$ cat src/rtl/uart_pkg.sv
// uart_pkg: shared types and constants for the UART command path.
// Used by uart_cmd_ctrl and its byte timer.
package uart_pkg;

  typedef enum logic [2:0] {
    HUNT,
    LEN,
    PAYLOAD,
    CSUM,
    HOLD
  } cmd_state_t;

  localparam logic [7:0] SYNC_BYTE_DEF = 8'hA5;

  localparam int ERR_LEN_TO = 0;
  localparam int ERR_CSUM   = 1;
  localparam int ERR_OVR    = 2;

endpackage

$ cat src/rtl/uart_byte_timer.sv
// uart_byte_timer: idle-cycle counter between received bytes.
// expired is high in the cycle the idle count reaches its limit.
module uart_byte_timer #(
  parameter int TO_W        = 12,
  parameter int TIMEOUT_CYC = 2000
) (
  input  logic clk,
  input  logic rst,
  input  logic clr,
  input  logic en,
  output logic expired
);

  localparam logic [TO_W-1:0] LAST = TO_W'(TIMEOUT_CYC - 1);

  logic [TO_W-1:0] cnt_q;

  // A clear in the same cycle always wins over expiry.
  assign expired = en & ~clr & (cnt_q == LAST);

  // Count idle cycles; hold at the limit until cleared.
  always_ff @(posedge clk or posedge rst) begin
    if (rst) begin
      cnt_q <= '0;
    end else if (clr) begin
      cnt_q <= '0;
    end else if (en && !expired) begin
      cnt_q <= cnt_q + 1'b1;
    end
  end

endmodule

$ cat src/rtl/uart_cmd_ctrl.sv
// uart_cmd_ctrl: frames UART bytes into [SYNC][LEN][PAYLOAD][CSUM]
// packets and hands checked payloads to the command decoder.
module uart_cmd_ctrl
  import uart_pkg::*;
#(
  parameter int         MAX_PAYLOAD = 4,
  parameter logic [7:0] SYNC_BYTE   = SYNC_BYTE_DEF,
  parameter int         TIMEOUT_CYC = 2000,
  parameter int         TO_W        = 12
) (
  input  logic                     clk,
  input  logic                     rst,
  input  logic                     rx_rdy,
  input  logic [7:0]               rx_data,
  output logic                     clr_rdy,
  output logic                     cmd_valid,
  input  logic                     cmd_ready,
  output logic [3:0]               cmd_len,
  output logic [8*MAX_PAYLOAD-1:0] cmd_data,
  output logic [2:0]               err_pulse,
  output logic [7:0]               err_count
);

  localparam int         DW    = 8 * MAX_PAYLOAD;
  localparam logic [7:0] MAX_B = 8'(MAX_PAYLOAD);

  cmd_state_t state_q;
  cmd_state_t state_d;

  logic          rx_rdy_q;
  logic          byte_ev;
  logic [3:0]    len_q;
  logic [3:0]    idx_q;
  logic [7:0]    csum_q;
  logic [DW-1:0] pbuf_q;
  logic [2:0]    err_d;
  logic          ld_len;
  logic          st_byte;
  logic          ld_cmd;
  logic          in_pkt;
  logic          to_clr;
  logic          to_exp;
  logic          len_ok;
  logic          last_byte;
  logic          hs_done;

  assign byte_ev   = rx_rdy & ~rx_rdy_q;
  assign in_pkt    = (state_q == LEN) ||
                     (state_q == PAYLOAD) ||
                     (state_q == CSUM);
  assign to_clr    = byte_ev | ~in_pkt;
  assign len_ok    = (rx_data != 8'd0) && (rx_data <= MAX_B);
  assign last_byte = (idx_q == (len_q - 4'd1));
  assign hs_done   = cmd_valid & cmd_ready;

  uart_byte_timer #(
    .TO_W        (TO_W),
    .TIMEOUT_CYC (TIMEOUT_CYC)
  ) u_timer (
    .clk     (clk),
    .rst     (rst),
    .clr     (to_clr),
    .en      (in_pkt),
    .expired (to_exp)
  );

  // Edge-detect rx_rdy; a level held through reset is ignored.
  always_ff @(posedge clk or posedge rst) begin
    if (rst) begin
      rx_rdy_q <= 1'b1;
      clr_rdy  <= 1'b0;
    end else begin
      rx_rdy_q <= rx_rdy;
      clr_rdy  <= byte_ev;
    end
  end

  // Packet state register.
  always_ff @(posedge clk or posedge rst) begin
    if (rst) begin
      state_q <= HUNT;
    end else begin
      state_q <= state_d;
    end
  end

  // Next state, datapath strobes and error flags.
  always_comb begin
    state_d = state_q;
    err_d   = '0;
    ld_len  = 1'b0;
    st_byte = 1'b0;
    ld_cmd  = 1'b0;
    unique case (state_q)
      HUNT: begin
        if (byte_ev && rx_data == SYNC_BYTE) begin
          state_d = LEN;
        end
      end
      LEN: begin
        if (byte_ev) begin
          if (len_ok) begin
            ld_len  = 1'b1;
            state_d = PAYLOAD;
          end else begin
            err_d[ERR_LEN_TO] = 1'b1;
            state_d = HUNT;
          end
        end else if (to_exp) begin
          err_d[ERR_LEN_TO] = 1'b1;
          state_d = HUNT;
        end
      end
      PAYLOAD: begin
        if (byte_ev) begin
          st_byte = 1'b1;
          if (last_byte) begin
            state_d = CSUM;
          end
        end else if (to_exp) begin
          err_d[ERR_LEN_TO] = 1'b1;
          state_d = HUNT;
        end
      end
      CSUM: begin
        if (byte_ev) begin
          if (rx_data == csum_q) begin
            ld_cmd  = 1'b1;
            state_d = HOLD;
          end else begin
            err_d[ERR_CSUM] = 1'b1;
            state_d = HUNT;
          end
        end else if (to_exp) begin
          err_d[ERR_LEN_TO] = 1'b1;
          state_d = HUNT;
        end
      end
      HOLD: begin
        if (byte_ev) begin
          err_d[ERR_OVR] = 1'b1;
        end
        if (hs_done) begin
          state_d = HUNT;
        end
      end
      default: begin
        state_d = HUNT;
      end
    endcase
  end

  // Length, index, checksum and payload buffer.
  always_ff @(posedge clk or posedge rst) begin
    if (rst) begin
      len_q  <= '0;
      idx_q  <= '0;
      csum_q <= '0;
      pbuf_q <= '0;
    end else if (ld_len) begin
      len_q  <= rx_data[3:0];
      idx_q  <= '0;
      csum_q <= rx_data;
      pbuf_q <= '0;
    end else if (st_byte) begin
      for (int i = 0; i < MAX_PAYLOAD; i++) begin
        if (idx_q == 4'(i)) begin
          pbuf_q[8*i +: 8] <= rx_data;
        end
      end
      csum_q <= csum_q ^ rx_data;
      idx_q  <= idx_q + 4'd1;
    end
  end

  // Consumer-facing payload and handshake.
  always_ff @(posedge clk or posedge rst) begin
    if (rst) begin
      cmd_valid <= 1'b0;
      cmd_len   <= '0;
      cmd_data  <= '0;
    end else if (ld_cmd) begin
      cmd_valid <= 1'b1;
      cmd_len   <= len_q;
      cmd_data  <= pbuf_q;
    end else if (hs_done) begin
      cmd_valid <= 1'b0;
    end
  end

  // Error pulses and saturating error counter.
  always_ff @(posedge clk or posedge rst) begin
    if (rst) begin
      err_pulse <= '0;
      err_count <= '0;
    end else begin
      err_pulse <= err_d;
      if (|err_d && err_count != 8'hFF) begin
        err_count <= err_count + 8'd1;
      end
    end
  end

endmodule

$ cat config.mk
export PLATFORM = sky130hd
export DESIGN_NAME = uart_cmd_ctrl
export DESIGN_NICKNAME = d
export VERILOG_FILES = /design/src/rtl/uart_pkg.sv /design/src/rtl/uart_byte_timer.sv /design/src/rtl/uart_cmd_ctrl.sv
export SDC_FILE = /design/constraint.sdc
export NUM_CORES = 1
export LEC_CHECK = 0
export BUFFER_PORTS_ARGS = -buffer_cell sky130_fd_sc_hd__buf_2
export CORE_AREA = 2 2 142 109
export DETAILED_ROUTE_END_ITERATION = 10
export DIE_AREA = 0 0 144 111
export PLACE_DENSITY = 0.63
export SLEW_MARGIN = 20
export SYNTH_ARGS = -nofsm -noshare
export SYNTH_HDL_FRONTEND = slang
export SYNTH_SLANG_ARGS = --single-unit
$ cat constraint.sdc
create_clock -name clk -period 7.75 [get_ports clk]
set_input_delay 0.775 -clock clk [delete_from_list [all_inputs] [get_ports clk]]
set_output_delay 0.775 -clock clk [all_outputs]
set_load 0.05 [all_outputs]
==> reports/qor.csv, run 1 <==
metric,value,unit
adder and majority gate portion of the synthesized area,0.0174,
MaxCap Viol Count,0,
Routed Antenna Nets,0,
wire per inst,15.1,um
xor and xnor area share after synthesis,0.0523,
Critical Path Sink Type,flip-flop,
clk slew on worst S/H paths,0.05,ns
share of post-route cells with drive strength above 1,0.305,
Post-Syn Nets,437,
Post-CTS Resized,0,
die footprint,16000,um^2
"Period Utilization, post-route",0.350,
# Post-CTS Setup Buffers,0,
synth cell count leaders,"112 x dfrtp_1, 45 x nor2_1, 39 x mux2_2",
P&R area growth vs syn,21.5,%
Setup Total Neg Slack,0,ns
fin crit period,2.71,ns
post-synth top area share,0.557,
post-synthesis simple-gate area fraction,0.137,
RSZ-0062 raised after global routing,no,
TritonCTS clock tree,built,
hold_buf cts,0,
Antenna Cells,0,
largest family of logic cells by synthesized area,simple AND/OR/NAND/NOR gates,
R2R Setup Slk,5.10,ns
Boundary Pins,61,
worst reg2reg startpoint,rx_rdy_q,
Compound-Gate Fraction of Synth Area,0.0824,
crit path cell chain,"buf_2, nand2b_4, clkinv_2, nand2_1, nor3_2, and3_1, nor2_1, a22o_1",
average cell area after synthesis,12.0,um^2
vias,3306,
met1 Resource Use GR,0.197,
site row count,39,
GR peak layer,met2,
clk buf depth,2,
GR Layer Usage met2,0.198,
arrival time at the worst endpoint,3.00,ns
fin nets,496,
Worst-Margin Slew,0.963,ns
Post-synth EDFFs,0,
largest net degree at the start of global routing,64,
"delay-heaviest family, CP",simple AND/OR/NAND/NOR gates,
Reg power frac,0.418,
max-slew violations,0,
CP required,8.04,ns
sw power,281,uW
area taken by multi-input logic gates,2050,um^2
initial antenna violation count,0,
clock share of power,0.558,
Placed Cells,663,
Main synth FF type,dfrtp_1,
status,completed,
DRT Pass-1 Iters,4,
"slowest stage delay, CP",0.78,ns
die height,111,um
multiplexer share of the synthesized area,0.117,
cell taking the most area after synthesis,dfrtp_1,
crit path max fanout,16,
FMAX,369,MHz
FF+latch area,2830,um^2
Pwr Density,233,nW/um^2
final wirelength,10500,um
total core area,14800,um^2
Post-Syn Area,5030,um^2
sequential area share after synthesis,0.563,
combinational share of power,0.025,
number of global-route vias before repair,3364,
Final setup viols,0,
Worst R2R End,pbuf_q[21],
GP Congestion,0.790,
DR iter-0 viols,153,
HP Class,primary input to async pin,
Final Cell Area,6110,um^2
CTS Buf Count,17,
Tot GR Track Use,0.141,
crit path buf inv count,2,
clock sinks,113,
Int Pwr,1.14,mW
clk_lat worst skew,0.40,ns
startpoint type of the worst setup path,primary input,
Layout fillers,1384,
M3 GR Usage,0.0527,
placed cell area,5500,um^2
root buffer cell,clkbuf_16,
Post-DP HPWL,7160,um
slew margin rel.,0.354,
fin cells,693,
vias per cell,4.77,
"count leader, synth",dfrtp_1,
Post-synth ARST share,1.00,
Layout Skew,0.0114,ns
worst setup path class,primary input to flip-flop,
Max rail drop VDD,0.0000984,V
Switching Share,0.197,
leak pwr,3.08,nW
hold_ws,0.468,ns
synthesized flop and latch total,113,
synth warn,0,
slowest CP cell,nor3_2,
H-tree depth,4,
final hold vios,0,
cell count after synthesis,418,
starting density of the core,0.340,
DRC viols,0,
synth top area cells,"dfrtp_1 56%, mux2_2 8.7%, xor2_1 3.7%",
FF-to-FF path depth,7,
Overflow after GRT,0,
first-pass GRT wire length,17500,um
port buffer count,60,
chip width,144,um
library cells used by synthesis,53,
==> cell families after synthesis <==
kind of cell    Yosys count
compound gates           52
xor+xnor                 30
fa+ha+maj                 7
buf+inv                  35
flops                   113
mux                      54
simple gates            127
==> flip-flops by register name, summed over array words and instances (netlist names) <==
| signal | flops |
|---|---|
| cmd_valid | 1 |
| clr_rdy | 1 |
| csum_q | 8 |
| len_q | 4 |
| pbuf_q | 32 |
| u_timer.cnt_q | 12 |
| err_pulse | 3 |
| idx_q | 4 |
| state_q | 3 |
| err_count | 8 |
| rx_rdy_q | 1 |
| cmd_len | 4 |
| cmd_data | 32 |
==> layout by cell type, fill, tap and decap left out, types with 13 or more instances in the layout <==
cell type | synthesis | final
dfrtp_1 | 112 | 112
buf_2 | 9 | 60
nor2_1 | 45 | 45
mux2_2 | 39 | 39
nand2_1 | 30 | 30
xor2_1 | 21 | 21
clkbuf_16 | 0 | 17
a22o_1 | 15 | 15
mux2i_1 | 14 | 14
o21ai_0 | 13 | 13
nand3_1 | 14 | 13
==> cell type report <==
cell class / count / share of cell area
sequential: 113 / 0.463
multi-input combinational: 270 / 0.335
timing repair buffer: 62 / 0.0516
clock buffer: 25 / 0.0828
tap: 205 / 0.0420
clock inverter: 5 / 0.0164
inverter: 13 / 0.00861
==> how the worst max path moves through the flow <==
stage / from / to / slack [ns] / depth (start not counted)
after global routing: rx_rdy / pbuf_q[22] / 4.82 / 8
after detailed placement: rx_data[2] / cmd_len[2] / 4.58 / 5
final: rx_rdy / pbuf_q[21] / 5.04 / 8
after global placement: rx_rdy / pbuf_q[21] / 4.59 / 8
after CTS: rx_rdy / pbuf_q[22] / 5.01 / 8
after floorplan: rst / clr_rdy / 3.99 / 1
==> power by group through the flow <==
stage	Sequential, mW	Clock (mW)	Combinational (mW)
2_1_floorplan	0.605	0	0.0229
3_3_place_gp	0.604	0	0.0357
3_5_place_dp	0.604	0	0.0366
4_1_cts	0.595	0.810	0.0367
5_1_grt	0.594	0.841	0.0402
6_report	0.595	0.794	0.0354
==> worst register-to-register path: cells and delay by family, from the launching register on <==
| kind | cells | cell delay, ns |
|---|---|---|
| AO/OA/AOI/OAI | 1 | 0.22 |
| flip-flops | 1 | 0.35 |
| buffers and inverters | 1 | 0.10 |
| AND/OR/NAND/NOR | 5 | 1.87 |
==> metal layers <==
| metal | wire, um | up-vias |
|---|---|---|
| met2 | 4660 | 70 |
| met4 | 64 | 0 |
| met3 | 641 | 4 |
| li1 | - | 1577 |
| met5 | 0 | - |
| met1 | 5120 | 1655 |
==> per-stage QoR <==
stage	setup WS, ns	util	total power [mW]
2_1_floorplan	3.99	-	0.628
3_3_place_gp	4.59	0.372	0.640
3_5_place_dp	4.58	0.372	0.641
4_1_cts	5.01	0.413	1.44
5_1_grt	4.82	0.413	1.48
6_report	5.04	0.413	1.42
Note: power is estimated with default switching activity, not from simulation.
==> run 2: changes to the inputs <==
--- a/config.mk
+++ b/config.mk
@@ -9,7 +9,7 @@
 export CORE_AREA = 2 2 142 109
 export DETAILED_ROUTE_END_ITERATION = 10
 export DIE_AREA = 0 0 144 111
-export PLACE_DENSITY = 0.63
+export PLACE_DENSITY = 0.65
 export SLEW_MARGIN = 20
 export SYNTH_ARGS = -nofsm -noshare
 export SYNTH_HDL_FRONTEND = slang
==> constraint.sdc (replaced) <==
create_clock -name clk -period 2.4 [get_ports clk]
set_input_delay 0.24 -clock clk [delete_from_list [all_inputs] [get_ports clk]]
set_output_delay 0.24 -clock clk [all_outputs]
set_load 0.05 [all_outputs]
==> reports/qor.csv, run 2 (synthesis gave the netlist of run 1 again) <==
metric,value,unit,change
status,finished with violations,,
violated checks,negative hold slack,,
Antenna Cells,0,,unchanged
number of global-route vias before repair,3480,,+3.4%
first-pass GRT wire length,18100,um,+3.1%
R2R Setup Slk,0.14,ns,-4.96 ns
Worst R2R End,err_count[7],,
largest net degree at the start of global routing,114,,+78%
FMAX,443,MHz,
P&R area growth vs syn,24.2,%,
MaxCap Viol Count,0,,unchanged
Pwr Density,739,nW/um^2,+220%
fin crit period,2.26,ns,
"commonest non-fill, non-tap cell in the layout",dfrtp_1,,
starting density of the core,0.340,,unchanged
die footprint,16000,um^2,unchanged
CTS Buf Count,17,,unchanged
Max rail drop VDD,0.000342,V,+250%
share of post-route cells with drive strength above 1,0.331,,+0.0260
Routed Antenna Nets,0,,unchanged
chip width,144,um,unchanged
die height,111,um,unchanged
Overflow after GRT,0,,unchanged
crit path max fanout,8,,-8
total core area,14800,um^2,unchanged
clock sinks,113,,unchanged
DR top layer,met4,,
Final setup viols,0,,unchanged
Boundary Pins,61,,unchanged
port buffer count,60,,unchanged
"Period Utilization, post-route",0.941,,
startpoint type of the worst setup path,flip-flop,,
most frequent cells in the layout,"112 x dfrtp_1, 60 x buf_2, 45 x nor2_1, 39 x mux2_2, 30 x nand2_1",,
DR iter-0 viols,231,,+51%
arrival time at the worst endpoint,2.55,ns,-0.45 ns
clk slew on worst S/H paths,0.06,ns,about the same
Layout Skew,0.00787,ns,-0.00351 ns
site row count,39,,unchanged
Critical Path Sink Type,flip-flop,,
fin nets,510,,+2.8%
RSZ-0062 raised after global routing,no,,
max-slew violations,0,,unchanged
vias,3394,,+2.7%
Post-CTS Resized,0,,unchanged
root buffer cell,clkbuf_16,,
DRT Pass-1 Iters,4,,unchanged
Post-DP HPWL,7310,um,+2.1%
CP required,2.69,ns,-5.35 ns
clk buf depth,2,,unchanged
routed wl met2,4810,um,+3.3%
largest registers,"cmd_data x32, pbuf_q x32, u_timer.cnt_q x12",,
Worst-Margin Slew,0.616,ns,-0.347 ns
FF-to-FF path depth,7,,unchanged
Tot GR Track Use,0.145,,+0.00468
initial antenna violation count,0,,unchanged
slew margin rel.,0.589,,+0.235
final hold vios,18,,+18
met3 WL,742,um,+16%
clk_lat worst skew,0.41,ns,about the same
worst reg2reg startpoint,u_timer.cnt_q[1],,
HP Class,primary input to async pin,,
wire per inst,15.1,um,+0.11%
H-tree depth,4,,unchanged
vias per cell,4.79,,+0.35%
TritonCTS clock tree,built,,
final wirelength,10700,um,+2.4%
leak pwr,3.14,nW,+1.9%
DRC viols,0,,unchanged
hold_ws,-0.0146,ns,-0.483 ns
GP Congestion,0.814,,+3.0%
Setup Total Neg Slack,0,ns,unchanged
Routed met1 length,5090,um,-0.55%
worst setup path class,flip-flop to flip-flop,,
## run 2: cell count changes in the layout (fill, tap and decap cells not counted), moves of 2 or more
cell        change
clkinv_4        +3
inv_6           +3
clkbuf_1        -3
buf_12          +2
clkbuf_8        -5
buf_4          +11
clkinvlp_4      +6
## run 2: critical path, cell delays in order (launching register included)
cell	delay [ns]
dfrtp_1	0.38
ha_1	0.19
and3_2	0.26
nand4_4	0.15
nor4b_4	0.34
o211ai_4	0.16
a2111oi_4	0.32
mux2_1	0.35
## run 2: worst max-delay path by stage
stage | slack, ns | depth (start not counted) | endpoint | start
final | 0.14 | 7 | err_count[7] | u_timer.cnt_q[1]
after global routing | 0.007 | 7 | err_count[7] | u_timer.cnt_q[1]
after CTS | 0.10 | 7 | err_count[7] | u_timer.cnt_q[0]
after detailed placement | 0.13 | 7 | err_count[7] | u_timer.cnt_q[0]
after global placement | 0.19 | 7 | err_count[7] | u_timer.cnt_q[0]
after floorplan | 0.27 | 7 | err_count[7] | u_timer.cnt_q[0]
## run 2: final cells by class
class	instances	area (um^2)
fillers	1369	8540
repair buffers	76	448
clock inverters	15	185
multi-input cells	270	2050
clock buffers	17	425
well taps	205	256
inverters	13	53.8
flip-flops and latches	113	2830
## run 2: stage by stage
| step | area [um^2] | total power, mW | util | instances | worst slack, ns |
|---|---|---|---|---|---|
| floorplan | 5030 | 2.03 | - | 418 | 0.274 |
| global placement | 5610 | 2.07 | 0.379 | 674 | 0.186 |
| detailed placement | 5610 | 2.07 | 0.379 | 674 | 0.125 |
| CTS | 6230 | 4.67 | 0.421 | 707 | 0.100 |
| global route | 6240 | 4.76 | 0.422 | 709 | 0.00726 |
| finish | 6240 | 4.62 | 0.422 | 709 | 0.143 |
## run 2: report_power, final
part / leakage, nW / switching, mW / internal [mW] / total, mW
registers: 1.56 / 0.00518 / 1.91 / 1.92
logic: 1.29 / 0.0924 / 0.0301 / 0.123
clock network: 0.282 / 0.935 / 1.64 / 2.58
## run 2: repair_timing
action / in CTS / in global routing
endpoints found under the setup margin: 0 / 3
hold buffers: 1 / 0
setup buffers: 0 / 2
endpoints found under the hold margin: 1 / 0
## run 2: per-layer routing
layer,vias to the layer above,GRT usage
met5,-,0
met4,0,0.0464
met3,8,0.0557
met2,75,0.211
met1,1697,0.200
li1,1614,-
==> run 3: changes to the inputs <==
--- a/config.mk
+++ b/config.mk
@@ -5,10 +5,11 @@
 export SDC_FILE = /design/constraint.sdc
 export NUM_CORES = 1
 export LEC_CHECK = 0
+export ABC_AREA = 1
 export BUFFER_PORTS_ARGS = -buffer_cell sky130_fd_sc_hd__buf_2
-export CORE_AREA = 2 2 142 109
+export CORE_AREA = 2 2 143 110
 export DETAILED_ROUTE_END_ITERATION = 10
-export DIE_AREA = 0 0 144 111
+export DIE_AREA = 0 0 145 112
 export PLACE_DENSITY = 0.65
 export SLEW_MARGIN = 20
 export SYNTH_ARGS = -nofsm -noshare
==> reports/qor.csv, run 3 <==
metric,value,unit,change
synthesized flop and latch total,113,,unchanged
first-pass GRT wire length,20200,um,+12%
GR Layer Usage met2,0.218,,+0.00635
Worst-Margin Slew,0.697,ns,+0.0802 ns
Layout fillers,1494,,+9.1%
fin crit period,1.95,ns,-0.311 ns
total core area,14900,um^2,+0.66%
Critical Path Sink Type,flip-flop,,
R2R Setup Slk,0.56,ns,+0.42 ns
leak pwr,3.28,nW,+4.3%
worst setup path class,primary input to flip-flop,,
startpoint type of the worst setup path,primary input,,
Setup Total Neg Slack,0,ns,unchanged
share of post-route cells with drive strength above 1,0.201,,-0.131
met1 Resource Use GR,0.234,,+0.0341
Max rail drop VDD,0.000485,V,+42%
FMAX,514,MHz,+16%
arrival time at the worst endpoint,2.24,ns,-0.31 ns
Main synth FF type,dfrtp_1,,
vias per cell,4.62,,-3.5%
most frequent cells in the layout,"161 x nand2_1, 112 x dfrtp_1, 61 x nand3_1, 60 x buf_2, 47 x inv_1",,
Post-synth EDFFs,0,,unchanged
DR iter-0 viols,261,,+13%
wire per inst,14.0,um,-7.8%
"Period Utilization, post-route",0.811,,-0.129
initial antenna violation count,2,,+2
"count leader, synth",nand2_1,,
vias,3971,,+17%
final wirelength,12000,um,+12%
Routed Antenna Nets,0,,unchanged
Overflow after GRT,0,,unchanged
slew margin rel.,0.535,,-0.0544
hold_ws,0.0475,ns,+0.0622 ns
RSZ-0062 raised after global routing,no,,
post-synth top area share,0.545,,-0.0125
library cells used by synthesis,40,,-25%
Final setup viols,0,,unchanged
hold path startpoint,cmd_ready,,
average cell area after synthesis,9.01,um^2,-25%
die height,112,um,+0.90%
GP Congestion,0.849,,+4.4%
Post-CTS Resized,0,,unchanged
final hold vios,0,,-18
Post-Syn Nets,590,,+35%
P&R area growth vs syn,22.6,%,
CTS Buf Count,17,,unchanged
Worst R2R End,pbuf_q[30],,
synth warn,0,,unchanged
TritonCTS clock tree,built,,
Boundary Pins,61,,unchanged
# Post-CTS Setup Buffers,0,,unchanged
H-tree depth,4,,unchanged
HP Class,primary input to flip-flop,,
status,completed,,
Hold Crit Depth,2,,
Hold Path Sink,cmd_valid,,
crit path max fanout,19,,+11
sequential area share after synthesis,0.550,,-0.0126
site row count,39,,unchanged
total power,5.05,mW,+9.4%
clk_lat worst skew,0.41,ns,about the same
"commonest non-fill, non-tap cell in the layout",nand2_1,,
root buffer cell,clkbuf_16,,
M3 GR Usage,0.0410,,-0.0147
Post-DP HPWL,8320,um,+14%
CP required,2.69,ns,about the same
largest net degree at the start of global routing,47,,-59%
Pwr Density,801,nW/um^2,+8.4%
Tot GR Track Use,0.160,,+0.0142
die footprint,16200,um^2,+1.6%
clock sinks,113,,unchanged
port buffer count,60,,unchanged
clk buf depth,2,,unchanged
fin nets,659,,+29%
GR peak layer,met1,,
cell taking the most area after synthesis,dfrtp_1,,
Layout Skew,0.00865,ns,+0.000772 ns
worst reg2reg startpoint,rx_rdy_q,,
MaxCap Viol Count,0,,unchanged
Post-Syn Area,5140,um^2,+2.3%
number of global-route vias before repair,3859,,+11%
largest registers,"cmd_data x32, pbuf_q x32, u_timer.cnt_q x12",,
DRT Pass-1 Iters,4,,unchanged
FF-to-FF path depth,6,,-1
cell count after synthesis,571,,+37%
clk slew on worst S/H paths,0.05,ns,about the same
max-slew violations,0,,unchanged
synth cell count leaders,"161 x nand2_1, 112 x dfrtp_1, 61 x nand3_1",,
DRC viols,0,,unchanged
starting density of the core,0.346,,+0.00550
chip width,145,um,+0.69%
synth top area cells,"dfrtp_1 55%, nand2_1 12%, nand3_1 5.9%",,
Post-synth ARST share,1.00,,unchanged
[run 3: area by class of cell]
cell class | count | area, um^2 | share of cell area
multi-input combinational | 384 | 1990 | 0.316
clock buffer | 19 | 443 | 0.0703
clock inverter | 13 | 161 | 0.0256
sequential | 113 | 2830 | 0.449
tap | 205 | 256 | 0.0407
timing repair buffer | 67 | 395 | 0.0627
antenna | 2 | 5.00 | 0.000794
inverter | 57 | 219 | 0.0347
[run 3: kinds of logic (layout without fill, tap and decap cells)]
family | count (synthesis) | in the layout | synth area share
AO/OA/AOI/OAI | 71 | 71 | 0.0749
flip-flops | 113 | 113 | 0.550
buffers and inverters | 74 | 156 | 0.0623
multiplexers | 5 | 5 | 0.0109
AND/OR/NAND/NOR | 280 | 280 | 0.247
other | 0 | 2 | 0
XOR/XNOR | 21 | 21 | 0.0372
adder cells (fa/ha/maj) | 7 | 7 | 0.0170
[run 3: worst max-delay path: stages]
cell and delay, ns:
dlygate4sd3_1 0.52, buf_2 0.11, inv_2 0.05, nor2_8 0.15, nand2_2 0.08, nor2_2 0.15
nand3_4 0.23, o21ai_2 0.30, mux2_2 0.39
[run 3: per-stage QoR]
stage,utilization,std cells,worst slack (ns),area [um^2]
floorplan,-,571,0.611,5150
global placement,0.381,824,0.569,5670
detailed placement,0.381,824,0.538,5670
CTS,0.423,858,0.487,6300
global route,0.423,860,0.340,6300
finish,0.423,860,0.453,6300
[run 3: how the worst max path moves through the flow]
stage | to | start | cells after the start
2_1_floorplan | err_count[2] | err_count[0] | 8
3_3_place_gp | pbuf_q[30] | rx_data[5] | 7
3_5_place_dp | pbuf_q[30] | rx_data[5] | 7
4_1_cts | pbuf_q[30] | rx_rdy | 9
5_1_grt | pbuf_q[30] | rx_rdy | 9
6_report | pbuf_q[30] | rx_rdy | 9
[run 3: power by group]
| group | switching (mW) | internal (mW) | leakage [nW] | total [mW] |
|---|---|---|---|---|
| logic | 0.302 | 0.123 | 1.48 | 0.425 |
| registers | 0.0679 | 1.98 | 1.51 | 2.05 |
| clock network | 0.921 | 1.66 | 0.285 | 2.58 |
| total | 1.29 | 3.76 | 3.28 | 5.05 |
[run 3: what timing repair did]
action / 4_1_cts / 5_1_grt
setup endpoints to repair: 0 / 0
hold buffers: 2 / 0
endpoints found under the hold margin: 29 / 0
[run 3: metal layers]
metal,part of all wire,vias to the layer above,wire length [um]
met1,0.53,1868,6320
met2,0.41,85,4920
met5,0,-,0
met4,0.021,0,251
met3,0.043,22,515
li1,-,1996,-
